## src/rtl/extension_bram_pkg.sv

```systemverilog
// Shared constants and types for the extension BRAM arbiter.
package extension_bram_pkg;

  localparam int unsigned NUM_REQ           = 3;
  localparam int unsigned TAG_W             = 2;
  localparam int unsigned DEFAULT_DEPTH     = 1024;
  localparam int unsigned DEFAULT_ITEM_SIZE = 64;

  localparam logic [TAG_W-1:0] REQ_A = 2'd0;
  localparam logic [TAG_W-1:0] REQ_B = 2'd1;
  localparam logic [TAG_W-1:0] REQ_C = 2'd2;

  // Read-response tag carried alongside an issued access.
  typedef struct packed {
    logic             valid;
    logic [TAG_W-1:0] id;
  } tag_t;

  function automatic logic [TAG_W-1:0] next_id(input logic [TAG_W-1:0] id);
    return (id >= REQ_C) ? REQ_A : TAG_W'(id + 1'b1);
  endfunction

endpackage

```

## src/rtl/ext_arb_select.sv

```systemverilog
// Combinational requester selector: A-priority with starvation override, or pure round-robin.
module ext_arb_select
  import extension_bram_pkg::*;
#(
  parameter int unsigned CPU_PRIORITY = 1
) (
  input  logic [NUM_REQ-1:0] valid,
  input  logic [TAG_W-1:0]   rr_ptr,
  input  logic [1:0]         starved,
  output logic [NUM_REQ-1:0] grant
);

  logic             found;
  logic [TAG_W-1:0] idx;

  always_comb begin
    grant = '0;
    found = 1'b0;
    idx   = REQ_A;
    if (CPU_PRIORITY != 0) begin
      // starved[0] belongs to B, starved[1] to C; a stale count never grants an idle port
      if (starved[0] && valid[REQ_B])      grant[REQ_B] = 1'b1;
      else if (starved[1] && valid[REQ_C]) grant[REQ_C] = 1'b1;
      else if (valid[REQ_A])               grant[REQ_A] = 1'b1;
      else if (valid[REQ_B] && (!valid[REQ_C] || rr_ptr != REQ_C)) grant[REQ_B] = 1'b1;
      else if (valid[REQ_C])               grant[REQ_C] = 1'b1;
    end else begin
      for (int unsigned k = 0; k < NUM_REQ; k++) begin
        idx = TAG_W'((32'(rr_ptr) + k) % NUM_REQ);
        if (!found && valid[idx]) begin
          grant[idx] = 1'b1;
          found      = 1'b1;
        end
      end
    end
  end

endmodule

```

## src/rtl/extension_bram_arbiter.sv

```systemverilog
// Three-requester arbiter for a single-port extension BRAM: grant, registered issue, tagged read return.
module extension_bram_arbiter
  import extension_bram_pkg::*;
#(
  parameter int unsigned ITEM_SIZE    = DEFAULT_ITEM_SIZE,
  parameter int unsigned DEPTH        = DEFAULT_DEPTH,
  parameter int unsigned ADDR_W       = $clog2(DEPTH) + 1,
  parameter int unsigned CPU_PRIORITY = 1,
  parameter int unsigned STARVE_LIMIT = 8
) (
  input  logic                         clk,
  input  logic                         rst,
  input  logic [NUM_REQ-1:0]           req_valid,
  output logic [NUM_REQ-1:0]           req_ready,
  input  logic [NUM_REQ-1:0]           req_we,
  input  logic [NUM_REQ*ADDR_W-1:0]    req_addr,
  input  logic [NUM_REQ*ITEM_SIZE-1:0] req_wdata,
  output logic [NUM_REQ-1:0]           rsp_valid,
  output logic [ITEM_SIZE-1:0]         rsp_rdata,
  output logic [ADDR_W-1:0]            mem_addr,
  output logic [ITEM_SIZE-1:0]         mem_din,
  output logic                         mem_we,
  input  logic [ITEM_SIZE-1:0]         mem_dout
);

  localparam int unsigned      CNT_W = 8;
  localparam logic [CNT_W-1:0] LIMIT = CNT_W'(STARVE_LIMIT);

  logic [TAG_W-1:0]     rr_ptr;
  logic [CNT_W-1:0]     wait_b;
  logic [CNT_W-1:0]     wait_c;
  logic [1:0]           starved;
  logic [NUM_REQ-1:0]   grant;
  logic                 fire;
  logic [TAG_W-1:0]     grant_id;
  logic [ADDR_W-1:0]    sel_addr;
  logic [ITEM_SIZE-1:0] sel_wdata;
  logic                 sel_we;
  logic                 mem_we_q;
  tag_t                 tag_s1;
  tag_t                 tag_s2;

  function automatic logic [CNT_W-1:0] next_wait(input logic [CNT_W-1:0] cnt,
                                                 input logic valid, input logic granted);
    if (!valid || granted) return '0;
    if (cnt == LIMIT)      return cnt;
    return CNT_W'(cnt + 1'b1);
  endfunction

  assign starved = {wait_c == LIMIT, wait_b == LIMIT};

  ext_arb_select #(
    .CPU_PRIORITY(CPU_PRIORITY)
  ) u_select (
    .valid   (req_valid),
    .rr_ptr  (rr_ptr),
    .starved (starved),
    .grant   (grant)
  );

  assign req_ready = rst ? '0 : grant;
  assign fire      = |req_ready;

  // Mux the granted requester's payload onto the issue path.
  always_comb begin
    grant_id = REQ_A;
    if (grant[REQ_B])      grant_id = REQ_B;
    else if (grant[REQ_C]) grant_id = REQ_C;
    sel_addr  = req_addr[32'(grant_id)*ADDR_W +: ADDR_W];
    sel_wdata = req_wdata[32'(grant_id)*ITEM_SIZE +: ITEM_SIZE];
    sel_we    = req_we[grant_id];
  end

  always_ff @(posedge clk) begin
    if (rst) begin
      rr_ptr   <= REQ_A;
      wait_b   <= '0;
      wait_c   <= '0;
      mem_addr <= '0;
      mem_din  <= '0;
      mem_we_q <= 1'b0;
      tag_s1   <= '0;
      tag_s2   <= '0;
    end else begin
      wait_b        <= next_wait(wait_b, req_valid[REQ_B], grant[REQ_B]);
      wait_c        <= next_wait(wait_c, req_valid[REQ_C], grant[REQ_C]);
      mem_we_q      <= fire & sel_we;
      tag_s1.valid  <= fire & ~sel_we;
      tag_s1.id     <= grant_id;
      tag_s2        <= tag_s1;
      if (fire) begin
        mem_addr <= sel_addr;
        mem_din  <= sel_wdata;
        rr_ptr   <= next_id(grant_id);
      end
    end
  end

  // A write sitting on the port when reset hits must never reach the array.
  assign mem_we = mem_we_q & ~rst;

  always_comb begin
    rsp_valid = '0;
    if (tag_s2.valid && !rst) rsp_valid[tag_s2.id] = 1'b1;
  end

  assign rsp_rdata = mem_dout;

endmodule

```

## config.mk

```make
export PLATFORM = sky130hd
export DESIGN_NAME = extension_bram_arbiter
export DESIGN_NICKNAME = d
export VERILOG_FILES = /design/src/rtl/extension_bram_pkg.sv /design/src/rtl/ext_arb_select.sv /design/src/rtl/extension_bram_arbiter.sv
export SDC_FILE = /design/constraint.sdc
export NUM_CORES = 1
export LEC_CHECK = 0
export BUFFER_PORTS_ARGS = -buffer_cell sky130_fd_sc_hd__buf_2
export CELL_PAD_IN_SITES_DETAIL_PLACEMENT = 0
export CELL_PAD_IN_SITES_GLOBAL_PLACEMENT = 1
export CORE_AREA = 3 3 173 175
export CTS_CLUSTER_DIAMETER = 30
export DETAILED_ROUTE_END_ITERATION = 7
export DIE_AREA = 0 0 176 178
export GPL_TIMING_DRIVEN = 0
export PLACE_DENSITY = 0.71
export SLEW_MARGIN = 20
export SYNTH_ARGS = -nofsm -noshare
export SYNTH_HDL_FRONTEND = slang
export SYNTH_SLANG_ARGS = --single-unit
```

## constraint.sdc

```tcl
create_clock -name clk -period 2.45 [get_ports clk]
set_clock_uncertainty 0.1 [all_clocks]
set_input_delay 0.1225 -clock clk [delete_from_list [all_inputs] [get_ports clk]]
set_output_delay 0.1225 -clock clk [all_outputs]
set_load 0.01 [all_outputs]
```

==> flow_metrics.py, run 1 <==
metrics = {
    "outcome": {
        "status": "completed",
    },
    "setup_path": {
        "crit_buf_inv": 2,
        "cp-start-kind": "flop",
        "critPathMaxFanout": 25,
        "slowest_delay_ns": 0.53,
        "end_kind": "primary output",
        "path_cells": "or4_4 -> or3_4 -> and2_4 -> buf_12 -> nor2_2 -> buf_2",
        "critPathRequiredTime_ns": 2.23,
        "cp_data_arrival_time_ns": 2.15,
        "critical_path_class": "reg -> out",
        "crit_slowest_cell": "or4_4",
        "path_delay_family": "simple AND/OR/NAND/NOR gates",
    },
    "sta": {
        "fmax_mhz": 422,
        "worst_hold_slack_ns": 0.00400,
        "finalCritPeriodShare": 0.967,
        "worstMarginPinSlew_ns": 0.806,
        "timing.final.hold_violations": 0,
        "setup_viol": 0,
        "period_needed_ns": 2.37,
        "drv_slew": 0,
        "slew_headroom": 0.463,
        "fin_ws_ns": 0.0798,
    },
    "drt": {
        "first_pass_iters": 5,
        "viasPerCell": 4.51,
        "drtIter0Drc": 326,
        "route.detailed.drc": 0,
        "routed_wl_um": 28700,
        "num_vias": 7675,
        "post_drt_wl_per_cell_um": 16.9,
        "ant_nets": 0,
    },
    "cts": {
        "cts-root-buf": "clkbuf_16",
        "cts_tree": "done",
        "cts_buffers": 9,
        "cts-htree-levels": 3,
        "cts_sinks": 100,
        "clk_latency_ns": 0.34,
        "path_clk_slew_ns": 0.07,
        "cts_buffer_depth": 2,
    },
    "power": {
        "power_w": 0.00468,
        "powerDensity_nw_per_um2": 448,
        "leakage_nw": 4.84,
        "ir_drop_v": 0.000349,
    },
    "global_route": {
        "grt_pass1_wl_um": 41500,
        "antenna_found_initial": 0,
        "grt_max_degree": 26,
        "grt-ovfl-total": 0,
        "grt_pass1_vias": 7658,
        "grt_usage": 0.170,
    },
    "floorplan": {
        "die_w_um": 176,
        "die_area_um2": 31300,
        "initial_core_util": 0.192,
        "coreArea_um2": 28600,
        "num_io_pins": 443,
        "die_y_um": 178,
        "rows": 62,
    },
    "final_layout": {
        "fill_cells": 2917,
        "seqCellArea_um2": 2010,
        "n_antenna_cell": 0,
        "drive_above_1_share": 0.380,
        "fin_cells": 1700,
        "final_nets": 1613,
        "syn_to_final_growth_pct": 90.4,
        "multiInputGateArea_um2": 2750,
    },
    "place": {
        "pre_cts_ws_ns": -0.866,
        "port_buffers": 378,
        "dp_cells": 1468,
        "place_congestion": 0.756,
        "hpwl_um": 20400,
    },
    "synthesis": {
        "synth_fp_nets": 1007,
        "synth.distinct_cells": 39,
        "syn_area_per_cell_um2": 7.77,
        "yosysWarnings": 0,
        "syn-cell-area_um2": 5480,
        "async_reset_ff_frac": 0,
        "synth-edff-count": 0,
        "synth_flop_cell": "dfxtp_1",
        "syn_inst": 706,
        "seq_area_frac_synth": 0.365,
        "synth_seq_cells": 100,
    },
    "hold_path": {
        "min_path_type": "in -> reg",
    },
    "flow_run": {
        "cap_viol_max_count": 0,
    },
}
-- synth_stat cells (all sizes together), types with 3 or more instances --
| cell type | n | share of area |
|---|---|---|
| a21oi | 80 | 0.073 |
| a31oi | 75 | 0.086 |
| and3 | 3 | 0.0034 |
| buf | 92 | 0.12 |
| clkbuf | 34 | 0.023 |
| dfxtp | 100 | 0.37 |
| ha | 4 | 0.0091 |
| inv | 8 | 0.0055 |
| nand2 | 80 | 0.055 |
| nand2b | 6 | 0.0068 |
| nand3 | 86 | 0.078 |
| nor2 | 19 | 0.013 |
| nor2b | 6 | 0.0068 |
| nor3 | 6 | 0.0055 |
| o21bai | 75 | 0.10 |
| xnor2 | 4 | 0.0064 |
| xor2 | 8 | 0.013 |
-- cells in the final DEF (no fill, tap or decap), types with 2 or more instances in the layout --
cell type	netlist	routed
nand2_1	80	80
nor4bb_1	2	2
a31oi_1	75	75
dlygate4sd3_1	0	217
ha_1	4	4
clkbuf_4	0	3
buf_4	64	68
buf_6	3	2
xnor2_1	4	4
clkbuf_2	0	3
inv_1	8	8
clkbuf_1	34	31
clkbuf_16	0	10
nor2_4	0	2
o221ai_2	1	2
nor3_2	0	2
nand2b_1	6	6
o21bai_1	75	75
nor3_1	6	4
nor2b_1	6	6
nor2_1	19	16
a21oi_1	80	80
and3_1	3	3
buf_2	19	392
buf_1	6	5
nand3_1	86	86
dfxtp_1	100	97
dfxtp_2	0	2
xor2_1	8	8
-- final cells by class --
| cell class | count | area share |
|---|---|---|
| Sequential cell | 100 | 0.192 |
| Clock inverter | 3 | 0.00443 |
| Multi-Input combinational cell | 472 | 0.264 |
| Buffer | 122 | 0.0750 |
| Timing Repair Buffer | 599 | 0.392 |
| Tap cell | 384 | 0.0460 |
| Clock buffer | 12 | 0.0236 |
| Inverter | 8 | 0.00288 |
-- stage by stage --
step / setup TNS (ns) / util / area (µm²)
3_5_place_dp: -29.17 / 0.275 / 7860
6_report: 0 / 0.365 / 10400
4_1_cts: 0 / 0.364 / 10400
5_1_grt: -0.00136 / 0.365 / 10400
2_1_floorplan: 0 / - / 5480
3_3_place_gp: -48.49 / 0.274 / 7860
-- final timing paths --
path                           from                        to  slack (ns)  cells after the start
max          wait_b[4]$_SDFFE_PP0P_              req_ready[1]        0.08                      6
min                       req_we[1]       mem_we_q$_SDFF_PP0_       0.004                      3
max reg2reg  wait_b[4]$_SDFFE_PP0P_  mem_din[44]$_SDFFE_PP0P_        0.10                      7
min reg2reg    tag_s1[0]$_SDFF_PP0_      tag_s2[0]$_SDFF_PP0_        0.34                      1
-- tightest hold or removal path, cell delays in order --
cell and delay [ns]:
buf_2 0.09, o221ai_2 0.10, nor2_1 0.10
-- sequential cells by signal (all words and copies together), names as in the netlist --
| signal | flops |
|---|---|
| mem_addr | 11 |
| mem_we_q | 1 |
| tag_s2 | 3 |
| wait_b | 8 |
| wait_c | 8 |
| mem_din | 64 |
| rr_ptr | 2 |
| tag_s1 | 3 |
-- layer usage --
layer  share of wire  global-route usage  vias to the layer above
li1                -                   -                     3656
met1            0.39               0.191                     3566
met2            0.51               0.313                      398
met3           0.071              0.0375                       55
met4           0.032              0.0663                        0
met5               0                   0                        -
-- report_power, final --
group | internal [W] | total [W] | switching (W)
clock | 0.000822 | 0.00151 | 0.000689
sequential | 0.00175 | 0.00182 | 0.0000687
combinational | 0.000727 | 0.00135 | 0.000626
-- what timing repair did --
action,CTS,global route
setup buffers,4,0
endpoints found under the setup margin,75,68
pin swaps,3,1
endpoints found under the hold margin,76,0
hold buffers,217,0
resized for setup,22,14
-- cell families (layout without fill, tap and decap cells) --
logic type / count (synthesis) / in the layout / synth area share
AO/OA/AOI/OAI: 235 / 235 / 0.271
adder cells (fa/ha/maj): 4 / 4 / 0.00913
flip-flops: 100 / 100 / 0.365
AND/OR/NAND/NOR: 221 / 221 / 0.192
buffers and inverters: 134 / 744 / 0.144
XOR/XNOR: 12 / 12 / 0.0192
(Power assumes the default switching activity.)
==> inputs of run 2 (changes only) <==
--- a/config.mk
+++ b/config.mk
@@ -5,15 +5,16 @@
 export SDC_FILE = /design/constraint.sdc
 export NUM_CORES = 1
 export LEC_CHECK = 0
+export ABC_AREA = 1
 export BUFFER_PORTS_ARGS = -buffer_cell sky130_fd_sc_hd__buf_2
 export CELL_PAD_IN_SITES_DETAIL_PLACEMENT = 0
 export CELL_PAD_IN_SITES_GLOBAL_PLACEMENT = 1
-export CORE_AREA = 3 3 173 175
+export CORE_AREA = 3 3 172 174
 export CTS_CLUSTER_DIAMETER = 30
 export DETAILED_ROUTE_END_ITERATION = 7
-export DIE_AREA = 0 0 176 178
+export DIE_AREA = 0 0 175 177
 export GPL_TIMING_DRIVEN = 0
-export PLACE_DENSITY = 0.71
+export PLACE_DENSITY = 0.8
 export SLEW_MARGIN = 20
 export SYNTH_ARGS = -nofsm -noshare
 export SYNTH_HDL_FRONTEND = slang
==> run 2 against run 1 <==
  * Sequential power about the same
  * Sequential cell count unchanged
  * Hold slack better by 0.012 ns
  * Synthesized cell count up 57%
  * Combinational power up 9.6%
  * Area after synthesis up 18%
  * Register-to-register slack better by 0.07 ns
==> flow_metrics.py, run 2 <==
metrics = {
    "final_layout": {
        "final_nets": 1870,
        "n_antenna_cell": 0,
        "regMostFlops": "mem_din",
        "drive_above_1_share": 0.334,
        "final_common_cell": "buf_2",
        "syn_to_final_growth_pct": 54.0,
        "largest_reg_flops": 64,
        "final_cell_mix": "buf_2 (402), nor2_1 (326), nand2_1 (244)",
        "largest_registers": "mem_din: 64 flops, mem_addr: 11 flops",
    },
    "synthesis": {
        "synth_common_cells": "nor2_1 (328), nand2_1 (245), dfxtp_1 (100), inv_1 (100), nand3_1 (86)",
        "synth.distinct_cells": 26,
        "synth_flop_cell": "dfxtp_1",
        "syn-cell-area_um2": 6480,
        "syn_inst": 1106,
        "synth_most_common_cell": "nor2_1",
        "seq_area_frac_synth": 0.309,
        "synth.top_cell.area_share": 0.309,
        "yosysWarnings": 0,
        "synthTopCellsByArea": "dfxtp_1 (31%), nor2_1 (19%), nand2_1 (14%)",
        "synth_largest_area_cell": "dfxtp_1",
        "async_reset_ff_frac": 0,
        "synth_seq_cells": 100,
        "synth_fp_nets": 1407,
        "syn_area_per_cell_um2": 5.86,
        "synth-edff-count": 0,
    },
    "setup_path": {
        "crit_buf_inv": 4,
        "cp-start-kind": "flop",
        "critical_path_class": "reg -> reg",
        "path_delay_family": "simple AND/OR/NAND/NOR gates",
        "slowest_delay_ns": 0.32,
        "end_kind": "flop",
        "path_cells": "inv_1 -> ha_1 -> nand3_1 -> nor2_4 -> nand2_2 -> nand2_4 -> inv_1 -> buf_4 -> buf_2 -> a21oi_1 -> nor2_1 -> nor2_1 -> nor2_1",
        "crit_slowest_cell": "dfxtp_1",
        "crit_top_cell": "nor2_1",
        "cp_data_arrival_time_ns": 2.41,
        "critPathMaxFanout": 10,
        "critPathRequiredTime_ns": 2.59,
    },
    "power": {
        "ir_drop_v": 0.000245,
        "powerDensity_nw_per_um2": 483,
        "leakage_nw": 5.34,
    },
    "drt": {
        "drtIter0Drc": 298,
        "routed_wl_um": 26800,
        "num_vias": 7946,
        "first_pass_iters": 5,
        "ant_nets": 0,
        "post_drt_wl_per_cell_um": 13.7,
        "viasPerCell": 4.07,
        "route.detailed.drc": 0,
    },
    "sta": {
        "slew_headroom": 0.590,
        "worst_hold_slack_ns": 0.0157,
        "grt_setup_unrepaired": "true",
        "finalCritPeriodShare": 0.930,
        "worstMarginPinSlew_ns": 0.616,
        "fin_ws_ns": 0.173,
        "fmax_mhz": 439,
        "timing.final.hold_violations": 0,
        "setup_viol": 0,
        "period_needed_ns": 2.28,
        "drv_slew": 0,
    },
    "global_route": {
        "grt_usage": 0.162,
        "grt-ovfl-total": 0,
        "antenna_found_initial": 0,
        "grt_max_degree": 19,
        "grt_pass1_vias": 7585,
        "grt_pass1_wl_um": 39700,
    },
    "place": {
        "place_congestion": 0.809,
        "port_buffers": 377,
        "hpwl_um": 21200,
        "pre_cts_ws_ns": -0.152,
    },
    "floorplan": {
        "coreArea_um2": 27900,
        "rows": 61,
        "die_w_um": 175,
        "die_y_um": 177,
        "num_io_pins": 443,
        "initial_core_util": 0.232,
        "die_area_um2": 31000,
    },
    "flow_run": {
        "cap_viol_max_count": 0,
    },
    "cts": {
        "path_clk_slew_ns": 0.08,
        "cts-root-buf": "clkbuf_16",
        "clk_latency_ns": 0.35,
        "cts_buffer_depth": 2,
        "cts_buffers": 9,
        "cts_tree": "done",
        "cts_sinks": 100,
        "cts-htree-levels": 3,
    },
    "hold_path": {
        "min_path_type": "in -> reg",
    },
    "outcome": {
        "status": "completed",
    },
}
## run 2: changes by cell type after synthesis, sizes merged, moves of 6 or more
cell and delta:
nand2 +169, inv +95, a31oi -75, nand2b -6, nor2 +311, o21bai -75
nor2b -6, clkbuf -15, buf +18
## run 2: timing repair
action / in CTS / in global routing
hold endpoints to repair: 68 / 0
hold buffers: 69 / 0
buffers inserted: 0 / 6
pin swaps: 0 / 4
gates resized for setup: 4 / 25
setup endpoints to repair: 32 / 56
## run 2: worst paths after layout
| path | from | end | slack [ns] | cells past startpoint |
|---|---|---|---|---|
| worst max register to register | wait_c[0]$_SDFFE_PP0P_ | mem_din[47]$_SDFFE_PP0P_ | 0.17 | 13 |
| worst max-delay path | wait_c[0]$_SDFFE_PP0P_ | mem_din[47]$_SDFFE_PP0P_ | 0.17 | 13 |
| worst min-delay path | req_wdata[168] | mem_din[40]$_SDFFE_PP0P_ | 0.02 | 5 |
| worst min register to register | tag_s1[1]$_SDFF_PP0_ | tag_s2[1]$_SDFF_PP0_ | 0.31 | 2 |
## run 2: area by class of cell
type                            instances  area (µm²)
Tap cell                              378         473
Sequential cell                       100        2000
Inverter                              103         389
Multi-Input combinational cell        774        3310
Buffer                                129         868
Fill cell                            3124       17900
Clock buffer                            9         225
Timing Repair Buffer                  452        2640
Clock inverter                          7        81.3
## run 2: worst reg2reg max path, stage by stage (launching register included)
cell	delay, ns
dfxtp_1	0.32
inv_1	0.11
ha_1	0.15
nand3_1	0.11
nor2_4	0.16
nand2_2	0.10
nand2_4	0.12
inv_1	0.10
buf_4	0.22
buf_2	0.21
a21oi_1	0.19
nor2_1	0.06
nor2_1	0.15
nor2_1	0.06
## run 2: power by group
group          switching (W)  internal [W]  leakage [nW]
Clock               0.000711      0.000811         0.152
Combinational       0.000790      0.000687          4.36
Sequential         0.0000669       0.00176         0.825
## run 2: per-stage QoR
stage | power, W | cells | TNS (ns) | utilization | area (µm²)
global placement | 0.00324 | 1861 | -2.30 | 0.317 | 8840
CTS | 0.00490 | 1946 | -0.0754 | 0.353 | 9860
finish | 0.00483 | 1952 | 0 | 0.358 | 9990
detailed placement | 0.00325 | 1861 | -2.89 | 0.317 | 8840
global route | 0.00515 | 1952 | -0.00105 | 0.358 | 9990
floorplan | 0.00265 | 1106 | 0 | - | 6480
## run 2: cells by family after synthesis
| kind of cell | after synthesis | share of synthesized area |
|---|---|---|
| buf+inv | 232 | 0.187 |
| simple gates | 675 | 0.416 |
| xor+xnor | 11 | 0.0149 |
| compound gates | 84 | 0.0658 |
| fa+ha+maj | 4 | 0.00772 |
| flops | 100 | 0.309 |
## run 2: metal layers
| layer | up-vias | track usage | part of all wire |
|---|---|---|---|
| met5 | - | 0 | 0 |
| met4 | 0 | 0.0462 | 0.016 |
| met3 | 22 | 0.0242 | 0.067 |
| met2 | 310 | 0.304 | 0.51 |
| met1 | 3399 | 0.192 | 0.41 |
| li1 | 4215 | - | - |
